`config.mk`:
```
export PLATFORM = sky130hd
export DESIGN_NAME = imem_sequencer
export DESIGN_NICKNAME = d
export VERILOG_FILES = /design/src/rtl/imem_sequencer.sv
export SDC_FILE = /design/constraint.sdc
export NUM_CORES = 1
export LEC_CHECK = 0
export ABC_AREA = 1
export CAP_MARGIN = 40
export CORE_MARGIN = 2
export CORE_UTILIZATION = 55
export CTS_CLUSTER_SIZE = 10
export DETAILED_ROUTE_END_ITERATION = 8
export PLACE_DENSITY = 0.82
export SLEW_MARGIN = 30
export SYNTH_ARGS = -nofsm -noshare
export SYNTH_HDL_FRONTEND = slang
export SYNTH_SLANG_ARGS = --single-unit
```
`constraint.sdc`:
```
create_clock -name origclk -period 5.7 [get_ports origclk]
set_clock_uncertainty 0.15 [all_clocks]
set_input_delay 0.57 -clock origclk [delete_from_list [all_inputs] [get_ports origclk]]
set_output_delay 0.57 -clock origclk [all_outputs]
set_load 0.01 [all_outputs]
```
`src/rtl/imem_sequencer.sv`:
```
// rtl/imem_sequencer.sv - program loader, instruction store and fetch/debug read arbiter
// Holds the core in reset while a byte stream is loaded, then serves pc fetches and debug reads.
module imem_sequencer #(
  parameter int         DEPTH = 32,
  parameter int         AW    = 5,
  parameter logic [7:0] FILL  = 8'h00
) (
  input  logic          origclk,
  input  logic          reset,
  input  logic          start,
  input  logic          ld_valid,
  input  logic [7:0]    ld_data,
  input  logic          ld_last,
  output logic          ld_ready,
  output logic          cpu_reset,
  input  logic [7:0]    pc,
  output logic [7:0]    instruction,
  output logic          fetch_valid,
  input  logic          dbg_req,
  input  logic [AW-1:0] dbg_addr,
  output logic          dbg_valid,
  output logic [7:0]    dbg_data,
  output logic [AW:0]   load_count,
  output logic          err_overflow
);

  localparam int          RAW       = 9;
  localparam logic [AW:0] LAST_SLOT = (AW+1)'(DEPTH - 1);

  typedef enum logic [1:0] {S_IDLE, S_LOAD, S_RUN} state_t;

  state_t         r_state;
  state_t         w_state_nxt;
  logic [7:0]     r_mem [DEPTH];
  logic [AW:0]    r_load_count;
  logic           r_err_overflow;
  logic           r_dbg_prio;
  logic [7:0]     r_instruction;
  logic           r_fetch_valid;
  logic           r_dbg_valid;
  logic [7:0]     r_dbg_data;

  logic           w_accept;
  logic           w_load_entry;
  logic           w_last_slot;
  logic           w_grant_cpu;
  logic           w_grant_dbg;
  logic [RAW-1:0] w_rd_addr;
  logic [7:0]     w_rd_data;

  assign w_last_slot = (r_load_count == LAST_SLOT);

  always_comb begin
    w_state_nxt  = r_state;
    ld_ready     = 1'b0;
    cpu_reset    = 1'b1;
    w_accept     = 1'b0;
    w_load_entry = 1'b0;
    w_grant_cpu  = 1'b0;
    w_grant_dbg  = 1'b0;
    case (r_state)
      S_IDLE: begin
        if (start) begin
          w_state_nxt  = S_LOAD;
          w_load_entry = 1'b1;
        end
      end
      S_LOAD: begin
        ld_ready = 1'b1;
        w_accept = ld_valid;
        if (ld_valid && (ld_last || w_last_slot)) begin
          w_state_nxt = S_RUN;
        end
      end
      S_RUN: begin
        cpu_reset = 1'b0;
        // The core asks every cycle, so debug wins only when it is owed the turn.
        w_grant_dbg = dbg_req & r_dbg_prio;
        w_grant_cpu = ~w_grant_dbg;
        if (start) begin
          w_state_nxt  = S_LOAD;
          w_load_entry = 1'b1;
        end
      end
      default: w_state_nxt = S_IDLE;
    endcase
  end

  assign w_rd_addr = w_grant_dbg ? RAW'(dbg_addr) : RAW'(pc);
  // Bytes past the current load are stale leftovers from an earlier program.
  assign w_rd_data = (w_rd_addr < RAW'(r_load_count)) ? r_mem[w_rd_addr[AW-1:0]] : FILL;

  always_ff @(posedge origclk) begin
    if (!reset) begin
      r_state <= S_IDLE;
    end else begin
      r_state <= w_state_nxt;
    end
  end

  always_ff @(posedge origclk) begin
    if (!reset) begin
      for (int i = 0; i < DEPTH; i++) begin
        r_mem[i] <= FILL;
      end
    end else if (w_accept) begin
      r_mem[r_load_count[AW-1:0]] <= ld_data;
    end
  end

  always_ff @(posedge origclk) begin
    if (!reset) begin
      r_load_count   <= '0;
      r_err_overflow <= 1'b0;
      r_dbg_prio     <= 1'b0;
    end else if (w_load_entry) begin
      r_load_count   <= '0;
      r_err_overflow <= 1'b0;
      r_dbg_prio     <= 1'b0;
    end else begin
      if (w_accept) begin
        r_load_count <= r_load_count + 1'b1;
        if (w_last_slot && !ld_last) begin
          r_err_overflow <= 1'b1;
        end
      end
      if (r_state == S_RUN && dbg_req) begin
        r_dbg_prio <= ~w_grant_dbg;
      end
    end
  end

  always_ff @(posedge origclk) begin
    if (!reset) begin
      r_instruction <= FILL;
      r_fetch_valid <= 1'b0;
      r_dbg_valid   <= 1'b0;
      r_dbg_data    <= 8'h00;
    end else begin
      r_fetch_valid <= w_grant_cpu;
      r_dbg_valid   <= w_grant_dbg;
      if (w_grant_cpu) begin
        r_instruction <= w_rd_data;
      end
      if (w_grant_dbg) begin
        r_dbg_data <= w_rd_data;
      end
    end
  end

  assign instruction  = r_instruction;
  assign fetch_valid  = r_fetch_valid;
  assign dbg_valid    = r_dbg_valid;
  assign dbg_data     = r_dbg_data;
  assign load_count   = r_load_count;
  assign err_overflow = r_err_overflow;

endmodule
```
# Word level (Yosys, flattened, before mapping)
# Memory sizes are Yosys's and may differ from the RTL's.
# Index checks and enable logic that the tools add are counted.
# totals
regBits	28
mem_bits_rw	256
in_bits	27
output_inout_bits	27
elab_cells	50
mem_count	1
# mem_list
name	depth	width	rd	rd_clocked_by_memory_dff	wr	line_no	text
r_mem	32	8	1	0	32	34	logic [7:0] r_mem [DEPTH];
# classes
add_sub_neg	1
n_lt_le_gt_ge	1
n_eq_ne	5
muxes	19
bitwise_logic	4
n_reduce_logical	11
# op_table
cell	n
two-way mux 8 bit	3
two-way mux 1 bit	12
less-than comparator 8 x 6 -> 1 bit	1
OR reduction 8 bit	1
adder 6 x 1 -> 6 bit, second input constant	1
equality test 6 x 5 -> 1 bit, second input constant	1
two-way mux 5 bit	1
two-way mux 2 bit	2
case mux 2 bit (2 select lines)	1
AND reduction 2 bit	2
OR reduction 2 bit	2
logical AND 1 bit	3
NOT 1 bit	3
equality test 2 x 1 -> 1 bit, second input constant	1
equality test 2 bit, second input constant	1
logical NOT 2 bit	1
!= test 2 x 1 -> 1 bit, second input constant	1
!= test 2 bit, second input constant	1
AND 1 bit	1
logical NOT 1 bit	1
logical OR 1 bit	1

# Logic depth before layout (Yosys ltp)
# Gate-level depths: netlist of run 1.
# depth
depth_word	7
ltp_mapped	16
ltp_nobuf	14

# Least setup slack after synthesis of run 1
# Ideal clock, no wire load.
# synth_timing
path_kind	in2reg
start	input port dbg_req
end	register r_dbg_data[6] (netlist: dbg_data[6])
setup_ps	70
arrival_ps	2388
t_required_ps	5480
slack_ps	3092
cell_stages	12
path_buffers	2
cell_sequence	nand2_1 inv_1 nand2_2 buf_4 o21ai_4 buf_2 ha_1 a21oi_1 nand2_1 a21oi_2 nand3_1 a21oi_1
# synth_via
elab_chain_cells	5
word_cells_on_any_way	6
classes_between	1 x order compare; 3 x mux; 1 x bitwise; 1 x memory
# synth_rtl
element	line_no	text
start: declaration	19	input logic dbg_req,
AND 1 bit (*)	78	w_grant_dbg = dbg_req & r_dbg_prio;
two-way mux 1 bit (*)	61	case (r_state)
two-way mux 8 bit	89	assign w_rd_addr = w_grant_dbg ? RAW'(dbg_addr) : RAW'(pc);
memory (32 x 8 bit) or less-than comparator 8 x 6 -> 1 bit (tied branches)	--	
two-way mux 8 bit	91	assign w_rd_data = (w_rd_addr < RAW'(r_load_count)) ? r_mem[w_rd_addr[AW-1:0]] : FILL;
end signal: assignment	146	r_dbg_data <= w_rd_data;
end: declaration	41	logic [7:0] r_dbg_data;
# Mark *: on every way between the ends. The rest lies on a longest branch, timed or not.
# A chain may end at the register's enable or synchronous reset.

==> results of run 1 <==
-- worst max-delay path, cell delays in order (launching register included) --
cell     delay (ns)
dfxtp_1        0.37
inv_1          0.08
nor2_1         0.20
nand2_1        0.31
nor2_4         0.47
inv_1          0.15
nor2_2         0.66
nand2_1        0.40
nand2_1        0.40
-- stage by stage --
stage                     utilization [%]  instance area [um2]  setup slack, ns  total power, uW
after floorplan                         -                13120            3.092             2618
after global placement              58.84                13810            1.573             2738
after detailed placement            58.89                13820            1.754             2748
after CTS                           63.07                14800            2.217             4661
after global routing                63.17                14830            1.899             4784
final                               63.17                14830            2.147             4667
-- area by class of cell --
class                      count  area, um2
clock buffer                  49      970.9
clock inverter                 1      8.758
fill                        1830       8645
inverter                      71      266.5
multi-input combinational    963       4244
sequential                   284       8248
tap                          319      399.1
timing repair buffer          72      690.7
-- sequential cells by signal, indices dropped and copies added, names as in the netlist --
register / flops
load_count: 6
r_state: 2
err_overflow: 1
dbg_valid: 1
r_mem: 256
r_dbg_prio: 1
fetch_valid: 1
instruction: 8
dbg_data: 8
-- synthesized netlist by cell type --
master    number  area, um2
inv_2          3      11.26
nor3_1         8      40.04
nor2_2         2      12.51
o21ai_0       18      90.09
o21ai_2        2      17.52
buf_2         37      185.2
clkbuf_1      43      161.4
a21oi_1       24      120.1
dfxtp_1       28      560.5
a31oi_1        1      6.260
edfxtp_1     256       7687
nor2_1       270       1013
inv_1         68      255.2
nor2_4         2      22.52
buf_1          5      18.77
o21a_1         1      7.510
nand3_1      298       1491
o21ai_4        2      32.53
nand2_1      316       1186
nor4_1         2      12.51
ha_1           9      112.6
buf_4          2      15.01
a21oi_2        1      8.760
o21bai_1       1      7.510
xor2_1         1      8.760
o21ai_1        1      5.000
nand2_2        3      18.77
a211oi_1       1      7.510
-- per-layer routing --
| layer | track usage (%) | part of all wire (%) | vias up |
|---|---|---|---|
| met5 | 0 | 0 | - |
| met4 | 13.81 | 4.8 | 0 |
| met3 | 6.097 | 12 | 145 |
| met2 | 47.31 | 47 | 764 |
| met1 | 37.77 | 36 | 4865 |
| li1 | - | - | 4765 |
-- worst paths after layout --
path / from / to / cells past startpoint
worst min-delay path: reset / dbg_valid / 3
worst max register to register: r_state[0] / r_mem[18][3] / 8
worst max-delay path: r_state[0] / r_mem[18][3] / 8
worst min register to register: r_dbg_prio / r_dbg_prio / 2
-- power by group --
group,switching (uW),total (uW),internal (uW)
Combinational,256,354,98.1
Clock,779,1950,1170
Sequential,27.3,2360,2340
-- logic make-up (layout without fill, tap and decap cells) --
| family | after synthesis | in the layout |
|---|---|---|
| AND/OR/NAND/NOR | 901 | 901 |
| flip-flops | 284 | 284 |
| buffers and inverters | 158 | 193 |
| AO/OA/AOI/OAI | 52 | 52 |
| adder cells (fa/ha/maj) | 9 | 9 |
| XOR/XNOR | 1 | 1 |
==> reports/qor.csv, run 1 <==
metric;value;unit
DR WL/cell;20.42;um
antenna-violating nets left;0;
relative slew slack;42.93;%
Cell Area, Synth;13120;um2
DIE AREA;25100;um2
commonest non-fill, non-tap cell in the layout;nand2_1;
vias in the first global route;9985;
fin crit period;3.553;ns
Reg2Reg Setup Slack;2.15;ns
TritonCTS Buffers;34;
vias;10540;
Max H-tree Level;2;
CP arrival;3.57;ns
CTS tree;built;
GRT overflow;0;
final setup vio count;0;
share of cells above drive strength 1;5.208;%
worst vdd rail ir drop;0.1722;mV
largest family of logic cells by synthesized area;simple AND/OR/NAND/NOR gates;
Tcrit/Tclk final;62.34;%
Worst setup EP type;flip-flop;
vias per cell;5.991;
Die X;158.4;um
drc violations;0;
Core ar.;23470;um2
Top Ports;54;
worst-path maximum fanout;10;
Leakage;0.005903;uW
slew at the pin closest to its max-slew limit;0.8495;ns
final WL;35920;um
syn avg cell area;9.335;um2
Worst-Skew Late Latency;0.51;ns
Post-CTS Resized;0;
most frequent cells in the layout;nand2_1, nand3_1, nor2_1, edfxtp_1, inv_1;
post-synthesis sequential area ratio;62.88;%
XOR/XNOR Fraction of Synth Area;0.06677;%
first-pass GRT wire length;54740;um
flops & latches, synth;284;
worst hold margin;0.2487;ns
status;completed;
ant diodes;0;
GRT Util Overall;29.16;%
Final Non-Filler Cells;1759;
Synth Area in Simple Gates;28.95;%
Post-Synth Adder-Cell Area;0.8585;%
Syn-to-layout area delta;13.05;%
Fin Setup TNS;0;ns
IO Port Bufs;53;
Final Hold Vio Count;0;
Placed Cells;1707;
hold buffer count at cts;0;
initial antenna violation count;0;
RSZ-0062 raised after global routing;no;
Starting DRT DRC Count;1496;
router iterations before antenna repair;6;
Mapped Cells;1405;
Layout Nets;1462;
Rows;56;
Hold Crit Class;input pin to flip-flop;
HPWL Detailed;22570;um
global placer's final weighted congestion;0.9006;
Max Cap Violations;0;
Setup CP Type;flip-flop to flip-flop;
Final Max Tran Viols;0;
Synthesis Warnings;0;
Clock Sinks;284;
CTS Buffer Depth;3;
Die Height;158.4;um
CP required;5.71;ns
Synthesized Nets;1441;
Initial Util;55.88;%
Power Dens Cells;314.7;nW/um2
complex-gate fraction of the synthesized area;2.308;%
Yosys cell types;28;
postcts setup bufs;0;
largest net degree at the start of global routing;76;
Root Driver;clkbuf_16;
Clock transition at path regs;0.05;ns
fmax;281.4;MHz
post-synthesis mux area share;0;%
startpoint types;flip-flop;
Note: power is estimated with default switching activity, not from simulation.
==> inputs of run 2 (changes only) <==
Clock period 5.7 ns to 3.5 ns, I/O delays scaled along.
==> reports/qor.csv, run 2 (synthesized netlist as in run 1, its figures left out) <==
metric;value;unit;change
GRT Util Overall;29.02;%;-0.14 points
drc violations;0;;unchanged
final WL;35870;um;-0.14%
Top Ports;54;;unchanged
startpoint types;flip-flop;;
Clock Sinks;284;;unchanged
most frequent cells in the layout;nand2_1, nand3_1, nor2_1, edfxtp_1, inv_1;;
RSZ-0062 raised after global routing;no;;
Root Driver;clkbuf_16;;
Worst-Skew Late Latency;0.51;ns;about the same
TritonCTS Buffers;34;;unchanged
Fin Setup TNS;0;ns;unchanged
HPWL Detailed;22610;um;+0.17%
Initial Util;55.88;%;unchanged
relative slew slack;56.11;%;+13 points
router iterations before antenna repair;7;;+1
Max H-tree Level;2;;unchanged
worst-path maximum fanout;42;;+32
fmax;346.1;MHz;+23%
CP required;3.79;ns;-1.92 ns
Hold Crit Class;input pin to flip-flop;;
ant diodes;0;;unchanged
vias in the first global route;9997;;+0.12%
hold buffer count at cts;0;;unchanged
final setup vio count;0;;unchanged
fin crit period;2.889;ns;-0.6644 ns
Worst setup EP type;flip-flop;;
Setup CP Type;flip-flop to flip-flop;;
Final Max Tran Viols;0;;unchanged
Reg with most FFs;r_mem;;
first-pass GRT wire length;54850;um;+0.20%
Die X;158.4;um;unchanged
CTS tree;built;;
Layout Nets;1496;;+2.3%
CP arrival;3.18;ns;-0.39 ns
vias per cell;5.984;;-0.13%
cell-by-cell trace of the critical path;nand2_1 > inv_1 > nand2_2 > nand2_2 > nand2_2 > buf_4 > nand2_1 > nand3_1 > nand3_1 > nand3_1 > nand2_1 > nand2_1 > nand3_1 > a21oi_1;;
Final Non-Filler Cells;1788;;+1.6%
postcts setup bufs;0;;unchanged
Starting DRT DRC Count;1689;;+13%
IO Port Bufs;53;;unchanged
total power;7476;uW;+60%
Clock transition at path regs;0.05;ns;about the same
share of cells above drive strength 1;7.488;%;+2.3 points
Final Hold Vio Count;0;;unchanged
vias;10700;;+1.5%
Post-CTS Resized;0;;unchanged
antenna-violating nets left;0;;unchanged
status;completed;;
DR WL/cell;20.06;um;-1.8%
Critical Path Slowest Stage Cell;buf_4;;
Syn-to-layout area delta;14.70;%;
CTS Buffer Depth;3;;unchanged
worst vdd rail ir drop;0.2699;mV;+57%
Power Dens Cells;496.9;nW/um2;+58%
Largest register FFs;256;;unchanged
largest net degree at the start of global routing;59;;-22%
DIE AREA;25100;um2;unchanged
Core ar.;23470;um2;unchanged
Rows;56;;unchanged
commonest non-fill, non-tap cell in the layout;nand2_1;;
slew at the pin closest to its max-slew limit;0.6558;ns;-0.1938 ns
Leakage;0.006055;uW;+2.6%
Placed Cells;1743;;+2.1%
GRT overflow;0;;unchanged
Die Height;158.4;um;unchanged
initial antenna violation count;0;;unchanged
global placer's final weighted congestion;0.9292;;+3.2%
Tcrit/Tclk final;82.54;%;+20 points
Max Cap Violations;0;;unchanged
slowest stage delay, CP;0.41;ns;-0.25 ns
[run 2: cell types whose count changed in the layout (fill, tap and decap cells not counted), moves of 2 or more]
cell       change
buf_4         +33
clkbuf_1       -6
inv_1          +5
clkinv_1       -4
clkbuf_16      -3
buf_12         +2
inv_6          +2
[run 2: stage by stage]
stage | setup slack, ns | utilization (%) | instance area [um2] | hold WS (ns)
3_3_place_gp | 0.2742 | 60.18 | 14130 | 0.2819
6_report | 0.6110 | 64.09 | 15040 | 0.05839
3_5_place_dp | 0.2215 | 60.18 | 14130 | 0.3029
5_1_grt | 0.2952 | 64.09 | 15040 | 0.08002
2_1_floorplan | 1.112 | - | 13120 | 0.2719
4_1_cts | 0.6736 | 64.08 | 15040 | 0.04817
[run 2: cell type report]
class,count,area [um2]
inverter,71,266.5
timing repair buffer,106,973.4
tap,319,399.1
sequential,284,8248
clock buffer,40,873.3
clock inverter,5,42.54
fill,1824,8428
multi-input combinational,963,4242
[run 2: worst paths after layout]
check	startpoint	to	slack, ns	cells after the start
worst max-delay path	r_dbg_prio	instruction[4]	0.61	14
worst min register to register	r_dbg_prio	r_dbg_prio	0.31	2
worst max register to register	r_dbg_prio	instruction[4]	0.61	14
worst min-delay path	reset	dbg_valid	0.06	3
[run 2: worst max-delay path: cells and delay by family, from the launching register on]
| kind | cells | cell delay (ns) |
|---|---|---|
| flops | 1 | 0.31 |
| buf+inv | 2 | 0.50 |
| simple gates | 11 | 1.65 |
| compound gates | 1 | 0.16 |
[run 2: power by group]
part           internal (uW)  total [uW]  switching [uW]
registers               3810        3850            43.4
logic                    168         587             419
clock network           1750        3040            1280
[run 2: per-layer routing]
metal / up-vias / wire (um) / global-route usage (%)
met1: 5004 / 13120 / 39.42
met3: 129 / 4379 / 5.852
met5: - / 0 / 0
met2: 725 / 16870 / 46.34
met4: 0 / 1507 / 11.41
li1: 4841 / - / -
==> inputs of run 3 (changes only) <==
Clock period 3.5 ns to 2.67 ns, I/O delays scaled along.
==> reports/qor.csv, run 3 (synthesized netlist as in run 1, its figures left out) <==
metric;value;unit;change
Hold Crit Class;input pin to flip-flop;;
ant diodes;0;;unchanged
Layout Nets;1527;;+2.1%
Clock Sinks;284;;unchanged
Worst-Skew Late Latency;0.51;ns;about the same
CTS tree;built;;
DIE AREA;25100;um2;unchanged
share of cells above drive strength 1;9.267;%;+1.8 points
Multi-input gate area;4239;um2;about the same
most frequent cells in the layout;nand2_1, nand3_1, nor2_1, edfxtp_1, buf_4;;
Post-CTS Resized;0;;unchanged
GR Layer Usage met1;39.21;%;-0.20 points
FF+latch area;8248;um2;unchanged
Initial Util;55.88;%;unchanged
Max H-tree Level;2;;unchanged
worst-path maximum fanout;8;;-81%
Worst setup EP type;flip-flop;;
Final Hold Vio Count;0;;unchanged
router iterations before antenna repair;6;;-1
relative slew slack;54.37;%;-1.7 points
Fin Setup TNS;0;ns;unchanged
DR WL/cell;20.58;um;+2.6%
vias;10920;;+2.1%
Tcrit/Tclk final;94.37;%;+12 points
fmax;396.9;MHz;+15%
Final Max Tran Viols;0;;unchanged
Clock transition at path regs;0.05;ns;about the same
drc violations;0;;unchanged
GRT Util Overall;30.59;%;+1.6 points
status;completed;;
Leakage;0.006270;uW;+3.6%
GR Util met3;6.995;%;+1.1 points
TritonCTS Buffers;34;;unchanged
commonest non-fill, non-tap cell in the layout;nand2_1;;
vias in the first global route;10580;;+5.8%
startpoint types;flip-flop;;
global placer's final weighted congestion;0.9346;;+0.58%
Max Cap Violations;0;;unchanged
GRT Max-Usage Layer;met2;;
initial antenna violation count;0;;unchanged
GRT overflow;0;;unchanged
CP required;2.95;ns;-0.84 ns
Rows;56;;unchanged
Power Dens Cells;648.8;nW/um2;+31%
Reg2Reg Setup Slack;0.15;ns;-0.46 ns
final WL;37440;um;+4.4%
Largest register FFs;256;;unchanged
Starting DRT DRC Count;1623;;-3.9%
fin crit period;2.520;ns;-0.3693 ns
postcts setup bufs;0;;unchanged
Reg with most FFs;r_mem;;
Die X;158.4;um;unchanged
post-layout util;65.83;%;+1.7 points
final setup vio count;0;;unchanged
largest net degree at the start of global routing;59;;unchanged
first-pass GRT wire length;57570;um;+5.0%
hold buffer count at cts;1;;+1
worst vdd rail ir drop;0.3829;mV;+42%
Core ar.;23470;um2;unchanged
Root Driver;clkbuf_16;;
met2 usage;48.45;%;+2.1 points
slew at the pin closest to its max-slew limit;0.6792;ns;+0.02343 ns
# fillers;1731;;-5.1%
Setup CP Type;flip-flop to flip-flop;;
Top Ports;54;;unchanged
worst hold margin;0.2096;ns;+0.1512 ns
Die Height;158.4;um;unchanged
HPWL Detailed;23360;um;+3.3%
CTS Buffer Depth;3;;unchanged
CP arrival;2.80;ns;-0.38 ns
Syn-to-layout area delta;17.81;%;
IO Port Bufs;53;;unchanged
RSZ-0062 raised after global routing;no;;
antenna-violating nets left;0;;unchanged
vias per cell;6.005;;+0.36%
[run 3: final timing paths]
path | start | end | depth (start not counted)
worst max-delay path | r_state[1] | instruction[3] | 13
worst min-delay path | dbg_req | r_dbg_prio | 3
worst max register to register | r_state[1] | instruction[3] | 13
worst min register to register | r_dbg_prio | r_dbg_prio | 2
[run 3: area by class of cell]
cell class / instances / share of cell area (%)
clock buffer: 44 / 6.227
multi-input combinational: 963 / 27.43
tap: 319 / 2.583
clock inverter: 1 / 0.02429
inverter: 71 / 1.725
timing repair buffer: 137 / 8.632
sequential: 284 / 53.38
[run 3: stage by stage]
step                      area, um2  setup WS [ns]  instances  total power (uW)
after floorplan               13120         0.2908       1405              5586
after global placement        14480      -0.003108       1773              5904
after detailed placement      14480       -0.09387       1773              5925
after CTS                     15450         0.1996       1819              9994
after global routing          15450        0.01604       1819             10270
final                         15450         0.1503       1819             10030
[run 3: critical path: stages (launching register included)]
cell	delay, ns
dfxtp_1	0.37
inv_2	0.06
nor2_4	0.14
nand2_2	0.14
buf_4	0.20
nand2_1	0.10
o21ai_4	0.07
ha_1	0.30
a21oi_1	0.16
nand2_1	0.08
a21oi_2	0.14
buf_4	0.18
nand3_1	0.17
a21oi_1	0.19
[run 3: routing by layer]
layer | wire length (um) | up-vias
met5 | 0 | -
met4 | 2271 | 0
met3 | 4425 | 189
met2 | 17240 | 799
met1 | 13500 | 5038
li1 | - | 4898
[run 3: power by group]
| group | internal (uW) | switching [uW] | leakage (uW) |
|---|---|---|---|
| combinational | 255 | 573 | 0.00297 |
| sequential | 4990 | 55.0 | 0.00283 |
| clock | 2490 | 1670 | 0.000472 |
| total | 7730 | 2300 | 0.00627 |
